$ cat config.mk
export PLATFORM = sky130hd
export DESIGN_NAME = easyaxi_rd_slv
export DESIGN_NICKNAME = d
export VERILOG_FILES = /design/src/rtl/easyaxi_rd_slv_pkg.sv /design/src/rtl/easyaxi_rd_addr_gen.sv /design/src/rtl/easyaxi_rd_slv.sv
export SDC_FILE = /design/constraint.sdc
export NUM_CORES = 1
export LEC_CHECK = 0
export ABC_AREA = 0
export CORE_MARGIN = 10
export CORE_UTILIZATION = 60
export CTS_BUF_LIST = sky130_fd_sc_hd__clkbuf_16
export DETAILED_ROUTE_END_ITERATION = 10
export HOLD_SLACK_MARGIN = 0.02
export PLACE_DENSITY_LB_ADDON = 0.05
export SLEW_MARGIN = 15
export SYNTH_ARGS = -nofsm -noshare
export SYNTH_HDL_FRONTEND = slang
export SYNTH_SLANG_ARGS = --single-unit
$ cat constraint.sdc
create_clock -name clk -period 11 [get_ports clk]
set_input_delay 1.65 -clock clk [delete_from_list [all_inputs] [get_ports clk]]
set_output_delay 1.65 -clock clk [all_outputs]
set_load 0.05 [all_outputs]
$ cat src/rtl/easyaxi_rd_slv_pkg.sv
// Shared AXI widths, encodings and request helpers for the EasyAXI read slave.
// The write slave reuses the same request struct and burst-legality check.
package easyaxi_rd_slv_pkg;

  localparam int AXI_ID_W    = 4;
  localparam int AXI_ADDR_W  = 32;
  localparam int AXI_LEN_W   = 8;
  localparam int AXI_SIZE_W  = 3;
  localparam int AXI_BURST_W = 2;
  localparam int AXI_DATA_W  = 32;
  localparam int AXI_RESP_W  = 2;

  localparam logic [AXI_RESP_W-1:0]  AXI_RESP_OK     = 2'b00;
  localparam logic [AXI_RESP_W-1:0]  AXI_RESP_SLVERR = 2'b10;

  localparam logic [AXI_BURST_W-1:0] AXI_BURST_FIXED = 2'b00;
  localparam logic [AXI_BURST_W-1:0] AXI_BURST_INCR  = 2'b01;
  localparam logic [AXI_BURST_W-1:0] AXI_BURST_WRAP  = 2'b10;
  localparam logic [AXI_BURST_W-1:0] AXI_BURST_RSVD  = 2'b11;

  localparam logic [AXI_SIZE_W-1:0]  AXI_SIZE_1B = 3'd0;
  localparam logic [AXI_SIZE_W-1:0]  AXI_SIZE_2B = 3'd1;
  localparam logic [AXI_SIZE_W-1:0]  AXI_SIZE_4B = 3'd2;

  typedef enum logic [1:0] {
    ST_IDLE = 2'd0,
    ST_WAIT = 2'd1,
    ST_DATA = 2'd2
  } rd_state_e;

  typedef struct packed {
    logic [AXI_ID_W-1:0]    id;
    logic [AXI_ADDR_W-1:0]  addr;
    logic [AXI_LEN_W-1:0]   len;
    logic [AXI_SIZE_W-1:0]  size;
    logic [AXI_BURST_W-1:0] burst;
  } ar_req_t;

  // Misalignment, oversize, the reserved burst code and illegal wrap lengths
  // all answer SLVERR; the burst itself still runs to completion.
  function automatic logic ar_is_err(input ar_req_t req, input int unsigned max_size);
    logic [AXI_ADDR_W-1:0] mask;
    logic                  err;
    mask = (AXI_ADDR_W'(1) << req.size) - AXI_ADDR_W'(1);
    err  = 1'b0;
    if ((req.addr & mask) != '0)
      err = 1'b1;
    if (32'(req.size) > max_size)
      err = 1'b1;
    if (req.burst == AXI_BURST_RSVD)
      err = 1'b1;
    if ((req.burst == AXI_BURST_WRAP) &&
        !(req.len inside {8'd1, 8'd3, 8'd7, 8'd15}))
      err = 1'b1;
    return err;
  endfunction

endpackage

$ cat src/rtl/easyaxi_rd_addr_gen.sv
// Combinational next-beat address for FIXED, INCR and WRAP bursts.
// Shared by the read and write slaves; the reserved burst code steps like INCR.
module easyaxi_rd_addr_gen
  import easyaxi_rd_slv_pkg::*;
(
  input  logic [AXI_ADDR_W-1:0]  i_addr,
  input  logic [AXI_LEN_W-1:0]   i_len,
  input  logic [AXI_SIZE_W-1:0]  i_size,
  input  logic [AXI_BURST_W-1:0] i_burst,
  output logic [AXI_ADDR_W-1:0]  o_next_addr
);

  logic [AXI_ADDR_W-1:0] w_step;
  logic [AXI_ADDR_W-1:0] w_incr;
  logic [AXI_ADDR_W-1:0] w_wrap_len;
  logic [AXI_ADDR_W-1:0] w_boundary;
  logic [AXI_ADDR_W-1:0] w_wrap_top;

  assign w_step     = AXI_ADDR_W'(1) << i_size;
  assign w_incr     = i_addr + w_step;
  assign w_wrap_len = (AXI_ADDR_W'(i_len) + AXI_ADDR_W'(1)) << i_size;
  assign w_boundary = i_addr & ~(w_wrap_len - AXI_ADDR_W'(1));
  // Both sides wrap modulo 2^AXI_ADDR_W, so a window at the top of the map still folds.
  assign w_wrap_top = w_boundary + w_wrap_len;

  always_comb begin
    o_next_addr = w_incr;
    case (i_burst)
      AXI_BURST_FIXED: o_next_addr = i_addr;
      AXI_BURST_WRAP:  o_next_addr = (w_incr == w_wrap_top) ? w_boundary : w_incr;
      default:         o_next_addr = w_incr;
    endcase
  end

endmodule

$ cat src/rtl/easyaxi_rd_slv.sv
// EasyAXI read slave: one outstanding AR, RD_LAT cycles of latency, then
// arlen+1 beats whose data is the beat address; protocol faults answer SLVERR.
module easyaxi_rd_slv
  import easyaxi_rd_slv_pkg::*;
#(
  parameter int RD_LAT   = 2,
  parameter int MAX_SIZE = 2
) (
  input  logic                   clk,
  input  logic                   rst_n,
  input  logic                   axi_slv_arvalid,
  output logic                   axi_slv_arready,
  input  logic [AXI_ID_W-1:0]    axi_slv_arid,
  input  logic [AXI_ADDR_W-1:0]  axi_slv_araddr,
  input  logic [AXI_LEN_W-1:0]   axi_slv_arlen,
  input  logic [AXI_SIZE_W-1:0]  axi_slv_arsize,
  input  logic [AXI_BURST_W-1:0] axi_slv_arburst,
  output logic                   axi_slv_rvalid,
  input  logic                   axi_slv_rready,
  output logic [AXI_ID_W-1:0]    axi_slv_rid,
  output logic [AXI_DATA_W-1:0]  axi_slv_rdata,
  output logic [AXI_RESP_W-1:0]  axi_slv_rresp,
  output logic                   axi_slv_rlast
);

  localparam logic [3:0] LAT_LOAD = 4'(RD_LAT - 1);

  rd_state_e             r_state;
  rd_state_e             w_next_state;
  ar_req_t               r_req;
  logic                  r_err;
  logic [3:0]            r_lat_cnt;
  logic [AXI_LEN_W-1:0]  r_beat_cnt;

  ar_req_t               w_ar_req;
  logic                  w_ar_hs;
  logic                  w_r_hs;
  logic                  w_last_beat;
  logic [AXI_ADDR_W-1:0] w_next_addr;

  assign w_ar_req = '{id:    axi_slv_arid,
                      addr:  axi_slv_araddr,
                      len:   axi_slv_arlen,
                      size:  axi_slv_arsize,
                      burst: axi_slv_arburst};

  assign w_ar_hs     = axi_slv_arvalid & axi_slv_arready;
  assign w_r_hs      = axi_slv_rvalid & axi_slv_rready;
  assign w_last_beat = (r_beat_cnt == r_req.len);

  easyaxi_rd_addr_gen u_addr_gen (
    .i_addr      (r_req.addr),
    .i_len       (r_req.len),
    .i_size      (r_req.size),
    .i_burst     (r_req.burst),
    .o_next_addr (w_next_addr)
  );

  always_ff @(posedge clk or negedge rst_n) begin
    if (!rst_n)
      r_state <= ST_IDLE;
    else
      r_state <= w_next_state;
  end

  always_comb begin
    w_next_state    = r_state;
    axi_slv_arready = 1'b0;
    axi_slv_rvalid  = 1'b0;
    axi_slv_rlast   = 1'b0;
    case (r_state)
      ST_IDLE: begin
        axi_slv_arready = 1'b1;
        if (axi_slv_arvalid)
          w_next_state = ST_WAIT;
      end
      ST_WAIT: begin
        if (r_lat_cnt == 4'd0)
          w_next_state = ST_DATA;
      end
      ST_DATA: begin
        axi_slv_rvalid = 1'b1;
        axi_slv_rlast  = w_last_beat;
        // Going back through IDLE keeps arready low in the last-beat cycle.
        if (axi_slv_rready && w_last_beat)
          w_next_state = ST_IDLE;
      end
      default: w_next_state = ST_IDLE;
    endcase
  end

  always_ff @(posedge clk or negedge rst_n) begin
    if (!rst_n) begin
      r_req      <= '0;
      r_err      <= 1'b0;
      r_lat_cnt  <= 4'd0;
      r_beat_cnt <= '0;
    end else begin
      case (r_state)
        ST_IDLE: begin
          if (w_ar_hs) begin
            r_req      <= w_ar_req;
            r_err      <= ar_is_err(w_ar_req, MAX_SIZE);
            r_lat_cnt  <= LAT_LOAD;
            r_beat_cnt <= '0;
          end
        end
        ST_WAIT: begin
          if (r_lat_cnt != 4'd0)
            r_lat_cnt <= r_lat_cnt - 4'd1;
        end
        ST_DATA: begin
          // r_req.addr is the live beat address and doubles as the rdata source.
          if (w_r_hs) begin
            if (w_last_beat) begin
              r_beat_cnt <= '0;
            end else begin
              r_beat_cnt <= r_beat_cnt + AXI_LEN_W'(1);
              r_req.addr <= w_next_addr;
            end
          end
        end
        default: ;
      endcase
    end
  end

  assign axi_slv_rid   = r_req.id;
  assign axi_slv_rdata = AXI_DATA_W'(r_req.addr);
  assign axi_slv_rresp = r_err ? AXI_RESP_SLVERR : AXI_RESP_OK;

  a_r_stable: assert property (@(posedge clk) disable iff (!rst_n)
    (axi_slv_rvalid && !axi_slv_rready) |=>
      (axi_slv_rvalid && $stable(axi_slv_rdata) && $stable(axi_slv_rid) &&
       $stable(axi_slv_rresp) && $stable(axi_slv_rlast)));

  a_one_channel: assert property (@(posedge clk) disable iff (!rst_n)
    !(axi_slv_rvalid && axi_slv_arready));

endmodule

=== Word level (Yosys, flattened, before mapping) ===
Index checks and enable logic that the tools add are counted.

* Shifts and indexed selects: 3
* Mux-type cells: 25
* Reduce and logical (&&, ||, !) cells: 16
* Bitwise gates (word level): 5
* Add/sub/neg operators: 7
* Order comparisons: 1
* Equal/unequal tests: 19

{| class="wikitable"
|+ Operators by type and width
! kind !! number
|-
| 32-bit one-hot mux with 2 select lines || 2
|-
| 32-bit 2-to-1 mux || 3
|-
| 32-bit adder || 2
|-
| 32-bit AND || 2
|-
| 1-bit by 3-bit << shifter with 32-bit output (first input constant) || 2
|-
| 45-bit 2-to-1 mux || 1
|-
| 32-bit == test || 1
|-
| 32-bit inverter || 1
|-
| 32-bit nonzero test || 1
|-
| 32-bit by 3-bit << shifter with 32-bit output || 1
|-
| 32-bit by 1-bit subtractor with 32-bit output (second input constant) || 1
|-
| 32-bit by 2-bit subtractor with 32-bit output (second input constant) || 1
|-
| 8-bit 2-to-1 mux || 3
|-
| 2-bit inequality test (second input constant) || 8
|-
| 8-bit one-hot mux with 2 select lines || 1
|-
| 8-bit by 1-bit adder with 9-bit output (second input constant) || 1
|-
| 3-bit AND reduction || 3
|-
| 8-bit by 1-bit adder with 8-bit output (second input constant) || 1
|-
| 2-bit == test (second input constant) || 4
|-
| 8-bit by 1-bit == test with 1-bit output (second input constant) || 1
|-
| 8-bit by 2-bit == test with 1-bit output (second input constant) || 1
|-
| 8-bit by 3-bit == test with 1-bit output (second input constant) || 1
|-
| 8-bit by 4-bit == test with 1-bit output (second input constant) || 1
|-
| 8-bit == test || 1
|-
| other kinds (17) || 32
|}

* Register bits: 64
* Output and inout port bits: 41

=== Logic depth before layout (Yosys ltp) ===
* Depth in word-level cells: 12
* Mapped depth: 31
* Mapped depth without buffers: 26

=== Modules after synthesis ===
A second synthesis with hierarchy kept.

* Cell total of the unflattened synthesis: 1199
* Area total of the unflattened synthesis: 9186.3 um2

{| class="wikitable"
|+ By module, submodules not included
! module !! times used !! cells each !! area each (um2)
|-
| easyaxi_rd_addr_gen || 1 || 880 || 5962.0
|-
| easyaxi_rd_slv || 1 || 319 || 3224.3
|}

=== Least setup slack after synthesis ===
No wires, ideal clock.

* Path kind: reg2reg
* Start point: register r_req[5] (netlist name)
* End point: register r_req (netlist bit axi_slv_rdata[28])
* Arrival: 6.109 ns
* Cell stages (with the launch flop): 30
* Path slack: 4.754 ns
* Path buffers: 3
* Period minus slack after synthesis: 6.246 ns
* Library setup time: 0.137 ns
* Path through: dfrtp_1 > ha_1 > or2_1 > nand3_1 > ha_1 > inv_1 > o41a_1 > nor3_1 > and3_1 > buf_2 > nor2_1 > nand2_1 > inv_1 > ha_1 > clkbuf_1 > a21o_1 > a21o_1 > a21oi_1 > o21ai_0 > a31o_2 > a21o_1 > a31oi_4 > nor3_1 > or4b_1 > a21oi_1 > nand4_2 > buf_6 > mux2_4 > a32oi_1 > o311ai_1

* Word-level cells in the longest chain between the ends: 12
* Elaborated cells between the ends (all ways): 15
* Those cells by class: 3 x add/sub; 3 x eq/ne; 1 x shift; 5 x mux; 2 x bitwise; 1 x reduce/logical

{| class="wikitable"
|+ RTL lines
! item !! line !! text
|-
| start, declared || easyaxi_rd_slv.sv:30 || <nowiki>ar_req_t r_req;</nowiki>
|-
| start signal, assigned || easyaxi_rd_slv.sv:102 || <nowiki>r_req <= w_ar_req;</nowiki>
|-
| 8-bit by 1-bit adder with 9-bit output || easyaxi_rd_addr_gen.sv:21 || <nowiki>assign w_wrap_len = (AXI_ADDR_W'(i_len) + AXI_ADDR_W'(1)) << i_size;</nowiki>
|-
| 32-bit by 3-bit << shifter with 32-bit output || easyaxi_rd_addr_gen.sv:21 ||
|-
| 32-bit by 1-bit subtractor with 32-bit output || easyaxi_rd_addr_gen.sv:22 || <nowiki>assign w_boundary = i_addr & ~(w_wrap_len - AXI_ADDR_W'(1));</nowiki>
|-
| 32-bit inverter || easyaxi_rd_addr_gen.sv:22 ||
|-
| 32-bit AND || easyaxi_rd_addr_gen.sv:22 ||
|-
| 32-bit adder || easyaxi_rd_addr_gen.sv:24 || <nowiki>assign w_wrap_top = w_boundary + w_wrap_len;</nowiki>
|-
| 32-bit == test || easyaxi_rd_addr_gen.sv:30 || <nowiki>AXI_BURST_WRAP: o_next_addr = (w_incr == w_wrap_top) ? w_boundary : w_incr;</nowiki>
|-
| 32-bit 2-to-1 mux || easyaxi_rd_addr_gen.sv:30 ||
|-
| 32-bit one-hot mux with 2 select lines || easyaxi_rd_addr_gen.sv:28 || <nowiki>case (i_burst)</nowiki>
|-
| 32-bit 2-to-1 mux || easyaxi_rd_slv.sv:115 || <nowiki>if (w_last_beat) begin</nowiki>
|-
| 32-bit 2-to-1 mux || easyaxi_rd_slv.sv:114 || <nowiki>if (w_r_hs) begin</nowiki>
|-
| 32-bit one-hot mux with 2 select lines || easyaxi_rd_slv.sv:99 || <nowiki>case (r_state)</nowiki>
|}

Parallel ways exist; a longest one is shown, timed or not. The select of a mux whose other input is x is not followed.
A chain may end at the register's enable or synchronous reset.

=== Worst setup path in the final report ===
* Start point: register r_req[5] (netlist name)
* End point: register r_req (netlist bit axi_slv_rdata[17])

Same word-level chain as after synthesis.

==> flow_summary.yaml <==
route:
  num_vias: 8079
  drcViolationCount: 0
  drt_wl_total_mm: 25.4
  firstDrtPassIters: 5
  antenna_left: 0
  vias_per_cell: 6.65
  wl_per_cell_um: 20.9
  drt-initial-drc-count: 853
synth:
  netlist_top_cells_count: "nand2_1 (105), nor2_1 (72), dfrtp_1 (64), xnor2_1 (61), a21oi_1 (54)"
  synth_cells: 1021
  yosysMostFrequentCell: "nand2_1"
  async_flop_share_pct: 100
  netlist-cell-type-count: 101
  synth_area_per_cell_sq_um: 7.76
  yosysSeqAreaShare_pct: 20.2
  synth_seq_cells: 64
  synth_nets: 1101
  yosys_warnings: 0
  synth_top_area_cell: "dfrtp_1"
  synthTopCellsByArea: "dfrtp_1 (20%), xnor2_1 (6.7%), nand2_1 (5.0%)"
  synth_edf_count: 0
  synth_top_area_share_pct: 20.2
  mappedNetlistArea_sq_um: 7920
  ys.flop_type: "dfrtp_1"
global_routing:
  first_global_vias: 7365
  grt_max_degree: 65
  grt_pass1_wl_mm: 40.2
  antenna_found_initial: 0
  grt_overflow: 0
  groute.usage.overall_pct: 27.3
placement:
  dp.cells: 1198
  place.gp.congestion: 1.02
  place_ws_ns: 3.73
  hpwl_mm: 19.2
  placement.io_buffers: 92
floorplan:
  die_area_sq_um: 18200
  core_sq_um: 12800
  ioPinCount: 94
  die_w_um: 135
  die_h_um: 135
  core.rowCount: 41
  start_util_pct: 62.0
sta:
  fmax_mhz: 135
  rsz0062_at_grt: "no"
  worst_pin_slew_ns: 0.870
  slew_headroom_pct: 42.0
  fin_worst_skew_ns: 0.00983
  report.final.setup_viol: 0
  hold_viol: 0
  finalMaxSlewViolations: 0
  timing.final.crit_share_pct: 67.6
  fin_ws_ns: 3.57
  fin_crit_ns: 7.43
  setup_tns_ns: 0
finish:
  multiInputGateArea_sq_um: 5640
  ff_latch_area_sq_um: 1600
  final_nets: 1117
  layoutNonFillerInstCount: 1214
  fillers: 1092
  area_growth_pct: 11.5
  drive_gt1_share_pct: 7.87
  antenna_cells: 0
clock_network:
  tritoncts: "yes"
  cts_max_path_buffers: 2
  cts-root-buf: "clkbuf_16"
  numCtsBuffers: 9
  post_cts_buffers: 0
  clk_latency_ns: 0.35
  cts_resized: 0
  htreeDepth: 3
  hold_buffers: 0
  cts.sinks: 64
  cts.reportedPaths.clkPinSlew_ns: 0.06
min_path:
  min_path_type: "reg2reg"
  worstHoldPathCells: 1
critical_path:
  end_kind: "register"
  path_depth: 26
  worst-r2r-cell-count: 26
  crit_fanout: 33
  crit_family: "compound AO/OA/AOI/OAI gates"
  critPathLaunchType: "register"
  crit_type: "reg2reg"
  required_ns: 11.23
  slowest_stage: "dfrtp_1"
  slowest_delay_ns: 0.64
  arrival_ns: 7.67
  crit_path_frequent_cell: "a21o_1"
  path_buf_inv: 2
run_status:
  outcome: "complete, no violations"
run:
  cap_violations: 0
==> area by class of cell <==
class / count / area share [%]
Inverter: 33 / 1.40
Clock buffer: 9 / 2.55
Tap cell: 172 / 2.44
Sequential cell: 64 / 18.1
Clock inverter: 7 / 0.538
Timing Repair Buffer: 100 / 11.1
Multi-Input combinational cell: 829 / 63.9
==> registers in the layout (all words and copies together), names as in the netlist <==
signal	count
r_req	13
r_lat_cnt	4
axi_slv_rid	4
r_beat_cnt	8
axi_slv_rdata	32
r_state	2
r_err	1
==> worst paths after layout <==
path	startpoint	endpoint	slack [ns]
min in group asynchronous	rst_n	axi_slv_rdata[8]	1.49
hold reg to reg	r_beat_cnt[7]	r_beat_cnt[7]	0.51
setup / recovery	r_req[5]	axi_slv_rdata[17]	3.57
setup reg to reg	r_req[5]	axi_slv_rdata[17]	3.57
hold / removal	r_beat_cnt[7]	r_beat_cnt[7]	0.51
max in group asynchronous	rst_n	r_req[9]	8.92
==> cell usage in the layout, fill, tap and decap left out, types with 6 or more instances in the layout <==
master and instances:
nor2_1 71, o21ai_0 53, xnor2_1 61, nand3_1 40
a31oi_1 13, o21a_1 8, and3_1 20, nor3_1 27
or3_1 9, nand4_1 16, a22oi_1 15, and4_1 8
clkbuf_16 9, nor4_1 11, mux2_2 17, o211ai_1 11
a21o_1 22, o31ai_1 16, and2_1 16, o21ai_1 6
inv_1 32, xor2_1 12, nor2b_1 11, nand2b_1 19
a221o_1 10, ha_1 26, nand2_1 105, a21oi_1 54
mux2i_1 19, a211oi_1 7, clkdlybuf4s50_1 91, dfrtp_1 64
buf_4 8
==> cells by family after synthesis <==
family / count (synthesis) / share of synthesized area [%]
AOI/OAI and AO/OA: 288 / 25.9
xor gates and xnor gates: 75 / 8.56
adders and majority gates: 27 / 4.36
buffers and inverters: 128 / 8.67
DFF: 64 / 20.2
muxes: 39 / 5.39
other: 1 / 0.0473
and+or+nand+nor: 399 / 26.9
==> metrics by stage <==
stage / utilization [%] / hold WS (ns) / cell area (sq um)
after floorplan: - / 0.466 / 7920
after global placement: 67.0 / 0.488 / 8560
after detailed placement: 67.0 / 0.494 / 8560
after CTS: 69.1 / 0.507 / 8830
after global routing: 69.1 / 0.531 / 8830
final: 69.1 / 0.506 / 8830
==> worst reg2reg max path, cell delays in order (launching register included) <==
cell	delay, ns
dfrtp_1	0.64
ha_1	0.51
nand3_2	0.18
xnor2_1	0.23
a221o_1	0.42
a21o_1	0.28
nor3_1	0.46
and3_1	0.47
nor2_1	0.09
nand2_1	0.10
inv_1	0.05
ha_1	0.41
a21o_1	0.24
a21o_1	0.19
a21oi_1	0.18
o21ai_0	0.13
a31o_2	0.26
a21o_1	0.20
a31oi_4	0.21
nor3_1	0.10
or4b_1	0.54
a21oi_1	0.18
nand4_2	0.11
buf_4	0.32
nand2_1	0.45
o31ai_1	0.11
a221o_1	0.27
==> per-layer routing <==
metal | global-route usage, % | share of wire [%] | up-vias
li1 | - | - | 3788
met1 | 36.8 | 43 | 3796
met2 | 40.1 | 44 | 437
met3 | 7.46 | 10 | 58
met4 | 11.1 | 3.4 | 0
met5 | 0 | 0 | -
Power is not shown: default switching activity piles up to over one toggle a cycle in this logic, so the estimate is an artifact.
